[src/rtl/dice_tid_dispatcher.sv]
`default_nettype none
// ============================================================================
//  Module      : dice_tid_dispatcher
//  Description : Issues one thread ID per non-stalled cycle to the enabled RF
//                read ports, delays each TID by the CGRA latency and replays it
//                as the write-back TID on the enabled RF write ports. Pulses
//                done once every issued thread has been written back.
//  Revision    : 1.0 - initial release
// ============================================================================
module dice_tid_dispatcher #(
    parameter int NUM_PORTS        = 16,
    parameter int NUM_TID          = 512,
    parameter int RF_ADDR_WIDTH    = $clog2(NUM_TID),
    parameter int MAX_CGRA_LATENCY = 32,
    localparam int LATW            = $clog2(MAX_CGRA_LATENCY + 1),
    localparam int CNTW            = $clog2(NUM_TID + 1)
) (
    input  logic                               clk,
    input  logic                               rst,
    input  logic                               clr,
    input  logic                               start,
    output logic                               start_ready,
    input  logic [RF_ADDR_WIDTH-1:0]           tid_base,
    input  logic [CNTW-1:0]                    tid_count,
    input  logic [LATW-1:0]                    cgra_latency,
    input  logic [NUM_PORTS-1:0]               rd_port_mask,
    input  logic [NUM_PORTS-1:0]               wr_port_mask,
    input  logic                               stall,
    output logic [NUM_PORTS-1:0]               rd_en,
    output logic [NUM_PORTS*RF_ADDR_WIDTH-1:0] rd_tid,
    output logic [NUM_PORTS-1:0]               wr_en,
    output logic [NUM_PORTS*RF_ADDR_WIDTH-1:0] wr_tid,
    output logic                               busy,
    output logic                               done
);

    // Delay-line storage; at least one stage so the arrays stay legal.
    localparam int DEPTH = (MAX_CGRA_LATENCY > 0) ? MAX_CGRA_LATENCY : 1;
    localparam logic [LATW-1:0]          c_max_lat = LATW'(MAX_CGRA_LATENCY);
    localparam logic [RF_ADDR_WIDTH-1:0] c_tid_one = RF_ADDR_WIDTH'(1);

    // TID arithmetic relies on natural wrap of the address width.
    if ((NUM_TID < 1) || ((NUM_TID & (NUM_TID - 1)) != 0)) begin : g_chk_num_tid
        $fatal(1, "dice_tid_dispatcher: NUM_TID must be a power of two");
    end
    if (MAX_CGRA_LATENCY < 0) begin : g_chk_max_lat
        $fatal(1, "dice_tid_dispatcher: MAX_CGRA_LATENCY must be >= 0");
    end

    typedef enum logic [1:0] {
        S_IDLE  = 2'd0,
        S_ISSUE = 2'd1,
        S_DRAIN = 2'd2,
        S_DONE  = 2'd3
    } state_t;

    state_t                    r_state;
    state_t                    w_state_next;
    logic [CNTW-1:0]           r_count;
    logic [CNTW-1:0]           r_issued;
    logic [CNTW-1:0]           r_retired;
    logic [CNTW-1:0]           w_issued_next;
    logic [CNTW-1:0]           w_retired_next;
    logic [LATW-1:0]           r_lat;
    logic [LATW-1:0]           w_lat_sat;
    logic [NUM_PORTS-1:0]      r_rd_mask;
    logic [NUM_PORTS-1:0]      r_wr_mask;
    logic [RF_ADDR_WIDTH-1:0]  r_cur_tid;
    logic [DEPTH-1:0]          r_dl_vld;
    logic [RF_ADDR_WIDTH-1:0]  r_dl_tid [DEPTH];
    logic                      w_accept;
    logic                      w_in_flight;
    logic                      w_issue;
    logic                      w_retire;
    logic                      w_tap_vld;
    logic [RF_ADDR_WIDTH-1:0]  w_tap_tid;

    // A flush on the same edge wins over a new block request.
    assign w_accept       = start && (r_state == S_IDLE) && !clr;
    assign w_in_flight    = (r_state == S_ISSUE) || (r_state == S_DRAIN);
    assign w_issue        = (r_state == S_ISSUE) && !stall;
    assign w_retire       = w_tap_vld && !stall;
    assign w_issued_next  = r_issued + CNTW'(w_issue);
    assign w_retired_next = r_retired + CNTW'(w_retire);
    // Latencies beyond the built delay line saturate at its full depth.
    assign w_lat_sat      = (cgra_latency > c_max_lat) ? c_max_lat : cgra_latency;

    // Select the write-back tap: L=0 bypasses straight from the issue register.
    always_comb begin
        w_tap_vld = (r_state == S_ISSUE);
        w_tap_tid = r_cur_tid;
        for (int i = 0; i < MAX_CGRA_LATENCY; i++) begin
            if (r_lat == LATW'(i + 1)) begin
                w_tap_vld = r_dl_vld[i] && w_in_flight;
                w_tap_tid = r_dl_tid[i];
            end
        end
    end

    // Next-state logic for the block sequencer.
    always_comb begin
        w_state_next = r_state;
        case (r_state)
            S_IDLE: begin
                if (w_accept) begin
                    w_state_next = (tid_count == '0) ? S_DONE : S_ISSUE;
                end
            end
            S_ISSUE: begin
                if (w_issued_next == r_count) begin
                    w_state_next = (w_retired_next == r_count) ? S_DONE : S_DRAIN;
                end
            end
            S_DRAIN: begin
                if (w_retired_next == r_count) begin
                    w_state_next = S_DONE;
                end
            end
            S_DONE:  w_state_next = S_IDLE;
            default: w_state_next = S_IDLE;
        endcase
    end

    // State, sampled block configuration and issue/retire counters.
    always_ff @(posedge clk or posedge rst) begin
        if (rst) begin
            r_state   <= S_IDLE;
            r_count   <= '0;
            r_issued  <= '0;
            r_retired <= '0;
            r_lat     <= '0;
            r_rd_mask <= '0;
            r_wr_mask <= '0;
            r_cur_tid <= '0;
        end else if (clr) begin
            r_state   <= S_IDLE;
            r_count   <= '0;
            r_issued  <= '0;
            r_retired <= '0;
            r_lat     <= '0;
            r_rd_mask <= '0;
            r_wr_mask <= '0;
            r_cur_tid <= '0;
        end else begin
            r_state <= w_state_next;
            if (w_accept) begin
                r_count   <= tid_count;
                r_issued  <= '0;
                r_retired <= '0;
                r_lat     <= w_lat_sat;
                r_rd_mask <= rd_port_mask;
                r_wr_mask <= wr_port_mask;
                r_cur_tid <= tid_base;
            end else begin
                if (w_issue) begin
                    r_issued  <= w_issued_next;
                    r_cur_tid <= r_cur_tid + c_tid_one;
                end
                if (w_retire) begin
                    r_retired <= w_retired_next;
                end
            end
        end
    end

    // Latency-matching shift register; frozen while stalled, emptied per block.
    always_ff @(posedge clk or posedge rst) begin
        if (rst) begin
            r_dl_vld <= '0;
            for (int i = 0; i < DEPTH; i++) r_dl_tid[i] <= '0;
        end else if (clr) begin
            r_dl_vld <= '0;
            for (int i = 0; i < DEPTH; i++) r_dl_tid[i] <= '0;
        end else if (w_accept) begin
            r_dl_vld <= '0;
        end else if (!stall) begin
            r_dl_vld[0] <= w_issue;
            r_dl_tid[0] <= r_cur_tid;
            for (int i = 1; i < DEPTH; i++) begin
                r_dl_vld[i] <= r_dl_vld[i-1];
                r_dl_tid[i] <= r_dl_tid[i-1];
            end
        end
    end

    assign start_ready = (r_state == S_IDLE);
    assign busy        = (r_state != S_IDLE);
    assign done        = (r_state == S_DONE);
    assign rd_en       = r_rd_mask & {NUM_PORTS{w_issue}};
    assign wr_en       = r_wr_mask & {NUM_PORTS{w_retire}};
    assign rd_tid      = {NUM_PORTS{r_cur_tid}};
    assign wr_tid      = {NUM_PORTS{w_tap_tid}};

endmodule
`default_nettype wire

[config.mk]
export PLATFORM = sky130hd
export DESIGN_NAME = dice_tid_dispatcher
export DESIGN_NICKNAME = d
export VERILOG_FILES = /design/src/rtl/dice_tid_dispatcher.sv
export SDC_FILE = /design/constraint.sdc
export NUM_CORES = 1
export LEC_CHECK = 0
export BUFFER_PORTS_ARGS = -buffer_cell sky130_fd_sc_hd__buf_2
export CORE_MARGIN = 2
export CORE_UTILIZATION = 52
export CTS_BUF_LIST = sky130_fd_sc_hd__clkbuf_8
export DETAILED_ROUTE_END_ITERATION = 6
export PLACE_DENSITY = 0.82
export SYNTH_ARGS = -nofsm -noshare
export SYNTH_HDL_FRONTEND = slang
export SYNTH_SLANG_ARGS = --single-unit
[constraint.sdc]
create_clock -name clk -period 14 [get_ports clk]
set_clock_uncertainty 0.1 [all_clocks]
set_input_delay 3.5 -clock clk [delete_from_list [all_inputs] [get_ports clk]]
set_output_delay 3.5 -clock clk [all_outputs]
set_load 0.02 [all_outputs]
==> impl_metrics.csv <==
group,metric,value,unit
sta,setup_tns,0,ns
placement,place.gp.congestion,0.881,
synth,synthesis.nets,2229,
run,max-cap-violations,0,
route,dr.pass1.iters,6,
cts,cts.sinks,399,
synth,synthesis.area,0.0221,mm2
global_route,globalRoute.totalOverflow,0,
sta,rsz0062_at_grt,"false",
worst_setup_path,crit_required,10.40,ns
worst_setup_path,cp-end-kind,"output pin",
synth,async_flop_share,1.00,
min_path,holdCritPathClass,"reg -> reg",
sta,worst_pin_slew,1.47,ns
floorplan,start_util,0.526,
placement,place_inst,2658,
sta,max_freq,101,MHz
cts,path_clk_slew,0.06,ns
floorplan,fp.dieArea,0.0441,mm2
synth,ys.flop_type,"dfrtp_1",
cts,clock_path_buffers,3,
synth,yosysTopAreaCellShare,0.453,
sta,period_needed,9.87,ns
synth,synth_top_cell_by_area,"dfrtp_1",
sta,hold_violations,0,
layout,fin_cells,2779,
route,drt_wl_total,59300,um
placement,port_buffers,384,
synth,yosysSeqAreaShare,0.453,
cts,cts_resized,0,
layout,nNetsFinal,2260,
route,drc,0,
route,via_per_inst,6.46,
power_and_ir_drop,peakVddDrop,126,uV
worst_setup_path,worst_setup_path_start_kind,"input port",
synth,syn_avg_cell_area,10.2,um2
min_path,min_to,"r_rd_mask[15]$_DFFE_PP0P_",
route,detail-route-antenna-nets,0,
worst_setup_path,critical_path_class,"in -> out",
sta,slew_headroom,0.0214,
synth,yosysMostFrequentCell,"dfrtp_1",
worst_setup_path,cp.arrival,6.27,ns
worst_setup_path,r2r_cells,17,
worst_setup_path,reg2reg_slack,6.93,ns
power_and_ir_drop,p_leak,11.5,nW
power_and_ir_drop,power.density,152,mW/mm2
floorplan,die_h,210,um
synth,synth_edf_count,0,
sta,drv_slew,0,
worst_setup_path,cp_max_fo,35,
power_and_ir_drop,finalPower,0.00359,W
layout,layout-drive-gt1-share,0.255,
cts,root_buffer,"clkbuf_8",
synth,synthCells,2157,
cts,ctsHtreeMaxLevel,3,
worst_setup_path,r2r_start,"r_lat[0]$_DFFE_PP0P_",
status,status,"complete, no violations",
synth,synth.distinct_cells,88,
layout,area_growth,7.05,%
synth,synthTopCellsByCount,"dfrtp_1 (399), a22o_1 (338), buf_4 (282)",
route,via_count,18000,
global_route,grt_pass1_wl,92700,um
cts,clock_latency,0.62,ns
floorplan,pin_count,385,
worst_setup_path,r2r_end,"r_state[1]$_DFFE_PP0P_",
floorplan,die_x,210,um
route,wire_per_inst,21.3,um
min_path,worstHoldStart,"r_rd_mask[15]$_DFFE_PP0P_",
cts,cts_buffers,67,
placement,dp_hpwl,36500,um
min_path,hold_depth,1,
cts,post-cts-setup-buffers,0,
cts,ctsHoldBuffers,0,
floorplan,rows,75,
synth,synth_area_leaders,"dfrtp_1 (45%), a22o_1 (13%), buf_4 (9.6%)",
route,drt_iter0_drc,2325,
sta,setup_slack,4.13,ns
synth,ys_seq_elements,399,
synth,yosys_warnings,0,
global_route,antenna_found_initial,2,
cts,cts_tree,"yes",
placement,dp_worst_setup_slack,4.18,ns
global_route,first_global_vias,16700,
floorplan,core-area,0.0419,mm2
sta,final.period_utilization,0.705,
sta,finalSetupViolCount,0,
global_route,grt_max_degree,271,
global_route,track_usage,0.260,
==> worst max-delay path, stage by stage <==
cell      delay (ns)
buf_2           0.74
inv_1           0.22
nand2_1         0.45
clkinv_1        0.74
and2_1          0.43
buf_2           0.16
==> routing by layer <==
layer,vias to the layer above,track usage,share of wire
met5,-,0,0.00030
met4,2,0.112,0.038
met3,183,0.0554,0.092
met2,1019,0.399,0.46
met1,8946,0.359,0.41
li1,7809,-,-
==> power breakdown <==
part | total, W | internal [W] | leakage, nW | switching [W]
sequential | 0.00126 | 0.00119 | 5.55 | 0.0000742
clock | 0.00111 | 0.000619 | 0.795 | 0.000493
combinational | 0.00121 | 0.000350 | 5.17 | 0.000864
total | 0.00359 | 0.00216 | 11.5 | 0.00143
==> through the flow <==
stage / area, um2 / utilization / hold slack [ns]
detailed placement: 22200 / 0.528 / 0.382
floorplan: 22100 / - / 0.365
finish: 23600 / 0.563 / 0.396
global route: 23600 / 0.563 / 0.412
global placement: 22200 / 0.528 / 0.382
CTS: 23600 / 0.563 / 0.400
==> cell usage in the layout (no fill, tap or decap), types with 8 or more instances in the layout <==
cell / n
clkbuf_8: 84
a21oi_1: 96
o31ai_1: 12
nand4_1: 8
o221ai_1: 11
nor2_1: 107
nand2_1: 111
a31oi_1: 18
xnor2_1: 17
and3_1: 9
o22ai_1: 20
o211ai_1: 14
inv_1: 30
dfrtp_1: 397
mux2i_1: 75
nor2b_1: 31
a211o_1: 14
xor2_1: 15
clkinv_2: 9
a211oi_1: 16
and2_1: 23
ha_1: 10
nor3_1: 26
a221oi_1: 18
a221o_1: 8
nand3_1: 51
a22oi_1: 11
o21ai_0: 76
buf_4: 26
mux2_2: 13
a22o_1: 338
buf_2: 384
a2bb2oi_1: 9
==> cell type report <==
type	count	area, um2
Antenna cell	1	2.50
Clock buffer	84	1160
Clock inverter	36	282
Fill cell	3501	18300
Inverter	17	67.6
Multi-Input combinational cell	1291	9270
Sequential cell	399	9990
Tap cell	539	674
Timing Repair Buffer	412	2160
==> worst max path at each step <==
stage,slack (ns),cells after the start,end,start
2_1_floorplan,5.03,1,r_count[0]$_DFFE_PP0P_,rst
3_3_place_gp,4.30,6,rd_en[6],stall
3_5_place_dp,4.18,6,rd_en[2],stall
4_1_cts,4.17,6,rd_en[2],stall
5_1_grt,3.90,6,rd_en[5],stall
6_report,4.13,6,rd_en[14],stall
==> state kept, by name (all words and copies together), names as in the netlist <==
signal / count
r_count: 10
r_cur_tid: 9
r_dl_tid: 288
r_dl_vld: 32
r_issued: 10
r_lat: 6
r_rd_mask: 16
r_retired: 10
r_state: 2
r_wr_mask: 16
==> cell families after synthesis <==
| kind of cell | Yosys count | share of synthesized area |
|---|---|---|
| simple gates | 432 | 0.100 |
| xor+xnor | 32 | 0.0127 |
| fa+ha+maj | 10 | 0.00567 |
| flops | 399 | 0.453 |
| mux | 94 | 0.0468 |
| buf+inv | 467 | 0.130 |
| compound gates | 723 | 0.252 |
No activity file was read; power rests on OpenSTA's default activity.
